File: config.mk
export PLATFORM = sky130hd
export DESIGN_NAME = mem_arbiter
export DESIGN_NICKNAME = d
export VERILOG_FILES = /design/src/rtl/mem_arbiter.sv
export SDC_FILE = /design/constraint.sdc
export NUM_CORES = 1
export LEC_CHECK = 0
export ABC_AREA = 1
export BUFFER_PORTS_ARGS = -buffer_cell sky130_fd_sc_hd__buf_2
export CAP_MARGIN = 40
export CORE_MARGIN = 3
export CORE_UTILIZATION = 46
export DETAILED_ROUTE_END_ITERATION = 6
export HOLD_SLACK_MARGIN = 0.08
export PLACE_DENSITY = 0.88
export SLEW_MARGIN = 20
export SYNTH_ARGS = -nofsm -noshare
export SYNTH_HDL_FRONTEND = slang
export SYNTH_SLANG_ARGS = --single-unit
File: constraint.sdc
create_clock -name clock -period 1.7 [get_ports clock]
set_clock_uncertainty 0.2 [all_clocks]
set_input_delay 0.085 -clock clock [delete_from_list [all_inputs] [get_ports clock]]
set_output_delay 0.085 -clock clock [all_outputs]
set_load 0.01 [all_outputs]
File: src/rtl/mem_arbiter.sv
// Two-port arbiter/sequencer for the shared 8K x 8 byte memory.
// Port A: instruction fetch (read-only). Port B: data read/write.
// Round-robin between simultaneous requesters, registered memory controls,
// per-port read-data capture and a one-cycle ack per transaction.
module mem_arbiter #(
  parameter int ADDR_W      = 13,
  parameter int DATA_W      = 8,
  parameter int WAIT_CYCLES = 0
) (
  input  logic              clock,
  input  logic              reset_n,
  input  logic              a_req,
  input  logic [ADDR_W-1:0] a_addr,
  output logic              a_ack,
  output logic [DATA_W-1:0] a_rdata,
  input  logic              b_req,
  input  logic              b_we,
  input  logic [ADDR_W-1:0] b_addr,
  input  logic [DATA_W-1:0] b_wdata,
  output logic              b_ack,
  output logic [DATA_W-1:0] b_rdata,
  output logic              busy,
  output logic              memRead,
  output logic              memWrite,
  output logic [ADDR_W-1:0] addressMem,
  output logic [DATA_W-1:0] dataMem,
  input  logic [DATA_W-1:0] memOut
);

  typedef enum logic [1:0] {
    ST_IDLE,
    ST_ACCESS,
    ST_ACK
  } state_t;

  typedef enum logic {
    PORT_A,
    PORT_B
  } port_t;

  localparam logic [2:0] WAIT_LOAD = 3'(WAIT_CYCLES);

  state_t            state_q, state_d;
  port_t             last_grant_q, last_grant_d;
  port_t             gnt_q, gnt_d;
  logic              we_q, we_d;
  logic [2:0]        cnt_q, cnt_d;
  logic              a_ack_q, a_ack_d;
  logic              b_ack_q, b_ack_d;
  logic [DATA_W-1:0] a_rdata_q, a_rdata_d;
  logic [DATA_W-1:0] b_rdata_q, b_rdata_d;
  logic              busy_q, busy_d;
  logic              mem_read_q, mem_read_d;
  logic              mem_write_q, mem_write_d;
  logic [ADDR_W-1:0] addr_q, addr_d;
  logic [DATA_W-1:0] data_q, data_d;
  logic              pick_b;

  // Next-state and registered-output computation for the IDLE/ACCESS/ACK sequencer.
  always_comb begin
    state_d      = state_q;
    last_grant_d = last_grant_q;
    gnt_d        = gnt_q;
    we_d         = we_q;
    cnt_d        = cnt_q;
    a_ack_d      = 1'b0;
    b_ack_d      = 1'b0;
    a_rdata_d    = a_rdata_q;
    b_rdata_d    = b_rdata_q;
    mem_read_d   = mem_read_q;
    mem_write_d  = mem_write_q;
    addr_d       = addr_q;
    data_d       = data_q;
    pick_b       = b_req && (!a_req || (last_grant_q == PORT_A));

    case (state_q)
      ST_IDLE: begin
        if (a_req || b_req) begin
          gnt_d      = pick_b ? PORT_B : PORT_A;
          we_d       = pick_b && b_we;
          addr_d     = pick_b ? b_addr : a_addr;
          if (pick_b) begin
            data_d = b_wdata;
          end
          mem_read_d = !(pick_b && b_we);
          // memWrite is registered, so it must rise on the edge that enters
          // the final ACCESS cycle; with no wait states that is this edge.
          mem_write_d = pick_b && b_we && (WAIT_LOAD == 3'd0);
          cnt_d      = WAIT_LOAD;
          state_d    = ST_ACCESS;
        end
      end

      ST_ACCESS: begin
        if (cnt_q != 3'd0) begin
          cnt_d = cnt_q - 3'd1;
          if ((cnt_q == 3'd1) && we_q) begin
            mem_write_d = 1'b1;
          end
        end else begin
          mem_read_d  = 1'b0;
          mem_write_d = 1'b0;
          if (!we_q) begin
            if (gnt_q == PORT_A) begin
              a_rdata_d = memOut;
            end else begin
              b_rdata_d = memOut;
            end
          end
          last_grant_d = gnt_q;
          a_ack_d      = (gnt_q == PORT_A);
          b_ack_d      = (gnt_q == PORT_B);
          state_d      = ST_ACK;
        end
      end

      ST_ACK: begin
        state_d = ST_IDLE;
      end

      default: begin
        state_d = ST_IDLE;
      end
    endcase

    busy_d = (state_d != ST_IDLE);
  end

  // State and output registers with synchronous active-low reset.
  always_ff @(posedge clock) begin
    if (!reset_n) begin
      state_q      <= ST_IDLE;
      last_grant_q <= PORT_B;
      gnt_q        <= PORT_A;
      we_q         <= 1'b0;
      cnt_q        <= '0;
      a_ack_q      <= 1'b0;
      b_ack_q      <= 1'b0;
      a_rdata_q    <= '0;
      b_rdata_q    <= '0;
      busy_q       <= 1'b0;
      mem_read_q   <= 1'b0;
      mem_write_q  <= 1'b0;
      addr_q       <= '0;
      data_q       <= '0;
    end else begin
      state_q      <= state_d;
      last_grant_q <= last_grant_d;
      gnt_q        <= gnt_d;
      we_q         <= we_d;
      cnt_q        <= cnt_d;
      a_ack_q      <= a_ack_d;
      b_ack_q      <= b_ack_d;
      a_rdata_q    <= a_rdata_d;
      b_rdata_q    <= b_rdata_d;
      busy_q       <= busy_d;
      mem_read_q   <= mem_read_d;
      mem_write_q  <= mem_write_d;
      addr_q       <= addr_d;
      data_q       <= data_d;
    end
  end

  assign a_ack      = a_ack_q;
  assign b_ack      = b_ack_q;
  assign a_rdata    = a_rdata_q;
  assign b_rdata    = b_rdata_q;
  assign busy       = busy_q;
  assign memRead    = mem_read_q;
  assign memWrite   = mem_write_q;
  assign addressMem = addr_q;
  assign dataMem    = data_q;

endmodule

# ---- Yosys cells after proc, flatten, opt, wreduce, memory -nomap -nowiden
# Index checks and enable logic that the tools add are counted.
dict set report totals {
  reg_bits 50
}
dict set report op_classes {
  n_addsub 1
  eq_ne 6
  muxes 15
  bitwise_logic 6
  reduce_logical 20
}
# operator count
set ops {}
lappend ops {{13-bit two-way mux} 1}
lappend ops {{3-bit AND reduction} 4}
lappend ops {{4-bit AND reduction} 2}
lappend ops {{1-bit two-way mux} 6}
lappend ops {{3-bit two-way mux} 2}
lappend ops {{2-bit != test (second input constant)} 3}
lappend ops {{1-bit inverter} 6}
lappend ops {{3-bit one-hot mux with 2 select lines} 1}
lappend ops {{2-bit two-way mux} 2}
lappend ops {{1-bit one-hot mux with 2 select lines} 2}
lappend ops {{2-bit one-hot mux with 2 select lines} 1}
lappend ops {{2-bit AND reduction} 2}
lappend ops {{2-bit nonzero test} 2}
lappend ops {{3-bit by 1-bit equality test with 1-bit output (second input constant)} 1}
lappend ops {{1-bit logical AND} 3}
lappend ops {{3-bit != test (second input constant)} 1}
lappend ops {{3-bit nonzero test} 1}
lappend ops {{3-bit OR reduction} 1}
lappend ops {{3-bit by 1-bit subtractor with 3-bit output (second input constant)} 1}
lappend ops {{2-bit by 1-bit equality test with 1-bit output (second input constant)} 1}
lappend ops {{1-bit logical NOT} 2}
lappend ops {{2-bit logical NOT} 1}
lappend ops {{1-bit logical OR} 2}

# ---- Depth between registers and ports, before layout
dict set report depth {
  ltp_word 7
  mapped_depth 9
  mapped_depth_nobuf 9
}

# ---- Least setup slack after synthesis
# OpenSTA, ideal clock, no wires.
dict set report synth_timing {
  kind {flip-flop to flip-flop}
  start {reg cnt_q[0]}
  end {reg a_rdata_q[1] (netlist: a_rdata[1])}
  setup_ns 0.119
  arrival_ns 1.179
  t_required_ns 1.381
  path_slack_ns 0.202
  path_stages_with_launch 9
  n_path_buf 1
  period_less_slack_ns 1.498
  path_cell_list {dfxtp_1 -> inv_1 -> ha_1 -> nand2_2 -> nor2_4 -> nand2_4 -> buf_6 -> o21ai_0 -> a21oi_1}
}
dict set report synth_between {
  elab_chain_len 3
}
# item line_no
set synth_lines {}
lappend synth_lines {{start: declaration} 47} ;# logic [2:0] cnt_q, cnt_d;
lappend synth_lines {{start signal: assignment} 151} ;# cnt_q <= cnt_d;
lappend synth_lines {{3-bit nonzero test} 95} ;# if (cnt_q != 3'd0) begin
lappend synth_lines {{1-bit inverter (no source line)} -}
lappend synth_lines {{4-bit AND reduction (no source line)} -}
lappend synth_lines {{end signal: assignment} 154} ;# a_rdata_q <= a_rdata_d;
lappend synth_lines {{end: declaration} 50} ;# logic [DATA_W-1:0] a_rdata_q, a_rdata_d;
# Every way passes these cells.
# A chain may end at the register's enable or synchronous reset.

# ---- Worst setup path after layout
dict set report layout_timing {
  start {in a_req}
  end {reg addr_q[11] (netlist: addressMem[11])}
}
dict set report layout_between {
  elab_chain_len 4
  word_cells_on_any_way 6
  classes_between {mux (1); reduce/logical (5)}
}
# item line_no
set layout_lines {}
lappend layout_lines {{start: declaration} 12} ;# input logic a_req,
lappend layout_lines {{1-bit logical NOT} 74} ;# pick_b = b_req && (!a_req || (last_grant_q == PORT_A));
lappend layout_lines {{1-bit logical OR} 74}
lappend layout_lines {{1-bit logical AND} 74}
lappend layout_lines {{13-bit two-way mux} 81} ;# addr_d = pick_b ? b_addr : a_addr;
lappend layout_lines {{end signal: assignment} 159} ;# addr_q <= addr_d;
lappend layout_lines {{end: declaration} 55} ;# logic [ADDR_W-1:0] addr_q, addr_d;
# Several ways; a longest one is shown, not always the timed one.

==> metrics.md <==
| Metric | Value |
|---|---|
| Via count | 2274 |
| Clock Pin Slew Worst Setup and Hold Paths | approximately 0.09 ns |
| CTS Buf Count | 5 |
| Total track usage | around 25% |
| Area growth, synth to finish | 53.5% |
| Max Slew Vio Count | 0 |
| Status | completed |
| HP Class | input pin to flip-flop |
| Port bufs | approximately 90 |
| Nets | ~440 |
| Most common cell after layout, fill and taps aside | buf_2 |
| Cell Area, Synth | 2030 um2 |
| Crit start category | input pin |
| Placed Instance Area | between 2000 and 3000 um2 |
| Worst Hold Depth | 5 |
| Post-layout instance area | between 3000 and 4000 um2 |
| Post-synthesis cell type count | 23 |
| Setup Viol. Count Final | 0 |
| Mapped Avg Cell Area | 7.99 um2 |
| Core ar. | ~4100 um2 |
| Starting Density | about half |
| Max VDD drop | 0.554 mV |
| Die Area | 5240 um2 |
| Detailed Route WL | 6.42 mm |
| MaxCap Viol Count | 0 |
| Commonest non-fill, non-tap cells in the layout | 88 x buf_2, 49 x dfxtp_1, 46 x dlygate4sd3_1, 40 x nor2_1, 30 x nand2_1 |
| FF+latch count, synth | 50 |
| Final HPWL DP | approximately 3.5 mm |
| Synth Area in Adders | ~1.8% |
| Crit path cell chain | dlygate4sd3_1 -> buf_2 -> nand2_1 -> nand2_4 -> clkinvlp_4 -> o211ai_1 -> nand2_1 |
| Num rows | 23 |
| Clock Path Buffers | 2 |
| H-tree level count | 2 |
| Slew at the pin closest to its max-slew limit | roughly 0.38 ns |
| Post-synthesis mux area share | 0% |
| Largest net degree at the start of global routing | 42 |
| Vias in the first global route | about 2300 |
| Initial antenna violation count | 0 |
| Power per Cell Area | 1010 nW/um2 |
| CP peak stage delay | roughly 0.53 ns |
| Clk root buf | clkbuf_8 |
| Largest family of logic cells by synthesized area | simple AND/OR/NAND/NOR gates |
| Share of layout cells above drive strength 1 | between 30% and 40% |
| Multi-input gate area | 897 um2 |
| Final Cycle Share | approximately 95% |
| Via density per instance | around 5.1 |
| CP endpoint kind | flip-flop |
| Kind of critical path | input pin to flip-flop |
| Crit path time final | 1.61 ns |
| First-pass GRT wire length | ~10 mm |
| Worst Hold Endpoint | addressMem[5] |
| Most used cell along the critical path | nand2_1 |
| Detailed Routing Iterations Pass 1 | 4 |
| Slew headroom | 74.5% |
| Reg2reg start | cnt_q[0] |
| DRC Markers | 0 |
| Reg2Reg Setup Slack | approximately 0.12 ns |
| Crit-path max FO | 15 |
| R2r worst-path depth | 8 |
| Wire per inst | 14.5 um |
| Critical Path RT | about 1.7 ns |
| Hold Crit Start | b_req |
| Gpl congestion | roughly 0.82 |
| Clock sinks | 50 |
| Initial DRC count | between 150 and 200 |
| Leak Pwr | roughly 0.0016 uW |
| Max frequency | 0.622 GHz |
| Die Span Y | a little over 70 um |
| Reg2Reg Capture Point | b_rdata[7] |
| CTS tree | yes |
| Register area | ~1000 um2 |
| Endpoints failing hold | 0 |
| Syn_nets | between 300 and 400 |
| Register area share after synthesis | ~49% |
| Gate Count Post-Synth | between 200 and 300 |
| Post-synthesis simple-gate area fraction | 26.7% |
| Slowest cell on crit path | dlygate4sd3_1 |
| Chip Width | ~72 um |
| Syn. warnings | 0 |
| CP arrival | roughly 1.6 ns |
| Worst skew pair latency | roughly 0.31 ns |
| I/O pin cnt | slightly below 90 |
| Post-route setup slack | between 0.09 and 0.1 ns |
| Routed Antenna Nets | 0 |
| Global route overflow | 0 |
| Post-Route Setup TNS | 0 ns |
| Share of the synthesized area in compound gates (AO/OA/AOI/OAI) | between 15 and 20% |
| RSZ-0062 raised after global routing | true |
| Pre-CTS setup slack | between 0.1 and 0.15 ns |
| FILL cells | around 280 |
| XOR/XNOR share of the synthesized area | 0% |
[cell families after synthesis]
family	Yosys count
flops	50
fa+ha+maj	3
compound gates	55
simple gates	114
buf+inv	32
[synthesized netlist by cell type]
library cell,number,area (um2)
a21oi_1,15,75.1
buf_2,2,10.0
buf_4,1,7.51
buf_6,2,22.5
clkbuf_1,5,18.8
dfxtp_1,50,1000
ha_1,3,37.5
inv_1,17,63.8
inv_2,5,18.8
nand2_1,30,113
nand2_2,6,37.5
nand2_4,1,11.3
nand3_1,19,95.1
nand3b_4,1,20.0
nor2_1,40,150
nor2_2,1,6.26
nor2_4,2,22.5
nor3_1,1,5.00
o211ai_1,13,97.6
o21ai_0,26,130
o21ai_1,1,5.00
or2_1,6,37.5
or2_2,7,43.8
[final cells by class]
type | count | share of cell area [%]
flip-flops and latches | 50 | 32.2
clock inverters | 3 | 1.29
well taps | 50 | 2.01
multi-input cells | 172 | 28.8
inverters | 22 | 2.85
clock buffers | 5 | 2.21
repair buffers | 141 | 30.6
diodes | 1 | 0.0803
[stage by stage]
step | hold WS [ns] | instances | power, uW | util [%]
5_1_grt | 0.114 | 443 | 3310 | 75.6
3_3_place_gp | 0.106 | 387 | 2180 | 61.0
6_report | 0.0899 | 444 | 3150 | 75.7
4_1_cts | 0.0839 | 441 | 3110 | 74.9
3_5_place_dp | 0.114 | 387 | 2210 | 61.0
2_1_floorplan | 0.0199 | 254 | 1930 | -
[worst max-delay path: cells and delay by family]
| kind | cells | cell delay (ns) |
|---|---|---|
| AOI/OAI and AO/OA | 1 | 0.29 |
| buffers and inverters | 3 | 0.91 |
| and+or+nand+nor | 3 | 0.30 |
[state kept, by name, summed over array words and instances, names as in the netlist]
| register | flops |
|---|---|
| memWrite | 1 |
| addressMem | 13 |
| a_ack | 1 |
| memRead | 1 |
| we_q | 1 |
| last_grant_q | 1 |
| dataMem | 8 |
| gnt_q | 1 |
| a_rdata | 8 |
| b_ack | 1 |
| b_rdata | 8 |
| busy | 1 |
| state_q | 2 |
| cnt_q | 3 |
[layer usage]
metal | track usage (%) | vias to the layer above | share of wire (%)
met5 | 0 | - | 0
li1 | - | 1103 | -
met3 | 7.06 | 36 | 7.2
met4 | 15.4 | 0 | 5.9
met2 | 43.6 | 117 | 49
met1 | 26.7 | 1018 | 38
[what timing repair did]
item,4_1_cts,5_1_grt
endpoints found under the hold margin,47,0
setup buffers,0,2
hold buffers,46,0
endpoints found under the setup margin,0,17
gates resized for setup,0,6
[power breakdown]
group | internal (uW) | total [uW] | switching (uW)
Sequential | 1330 | 1420 | 90.0
Clock | 434 | 833 | 400
Combinational | 386 | 889 | 503
Total | 2150 | 3150 | 993
[how the worst max path moves through the flow]
stage	start	end	slack (ns)	cells past startpoint
global route	cnt_q[0]	b_rdata[1]	-0.01	8
floorplan	cnt_q[0]	a_rdata[1]	0.20	8
finish	a_req	addressMem[11]	0.09	7
global placement	cnt_q[0]	b_rdata[3]	0.20	8
CTS	a_req	dataMem[5]	0.07	9
detailed placement	cnt_q[0]	b_rdata[7]	0.14	8
Note: power is estimated with default switching activity, not from simulation.
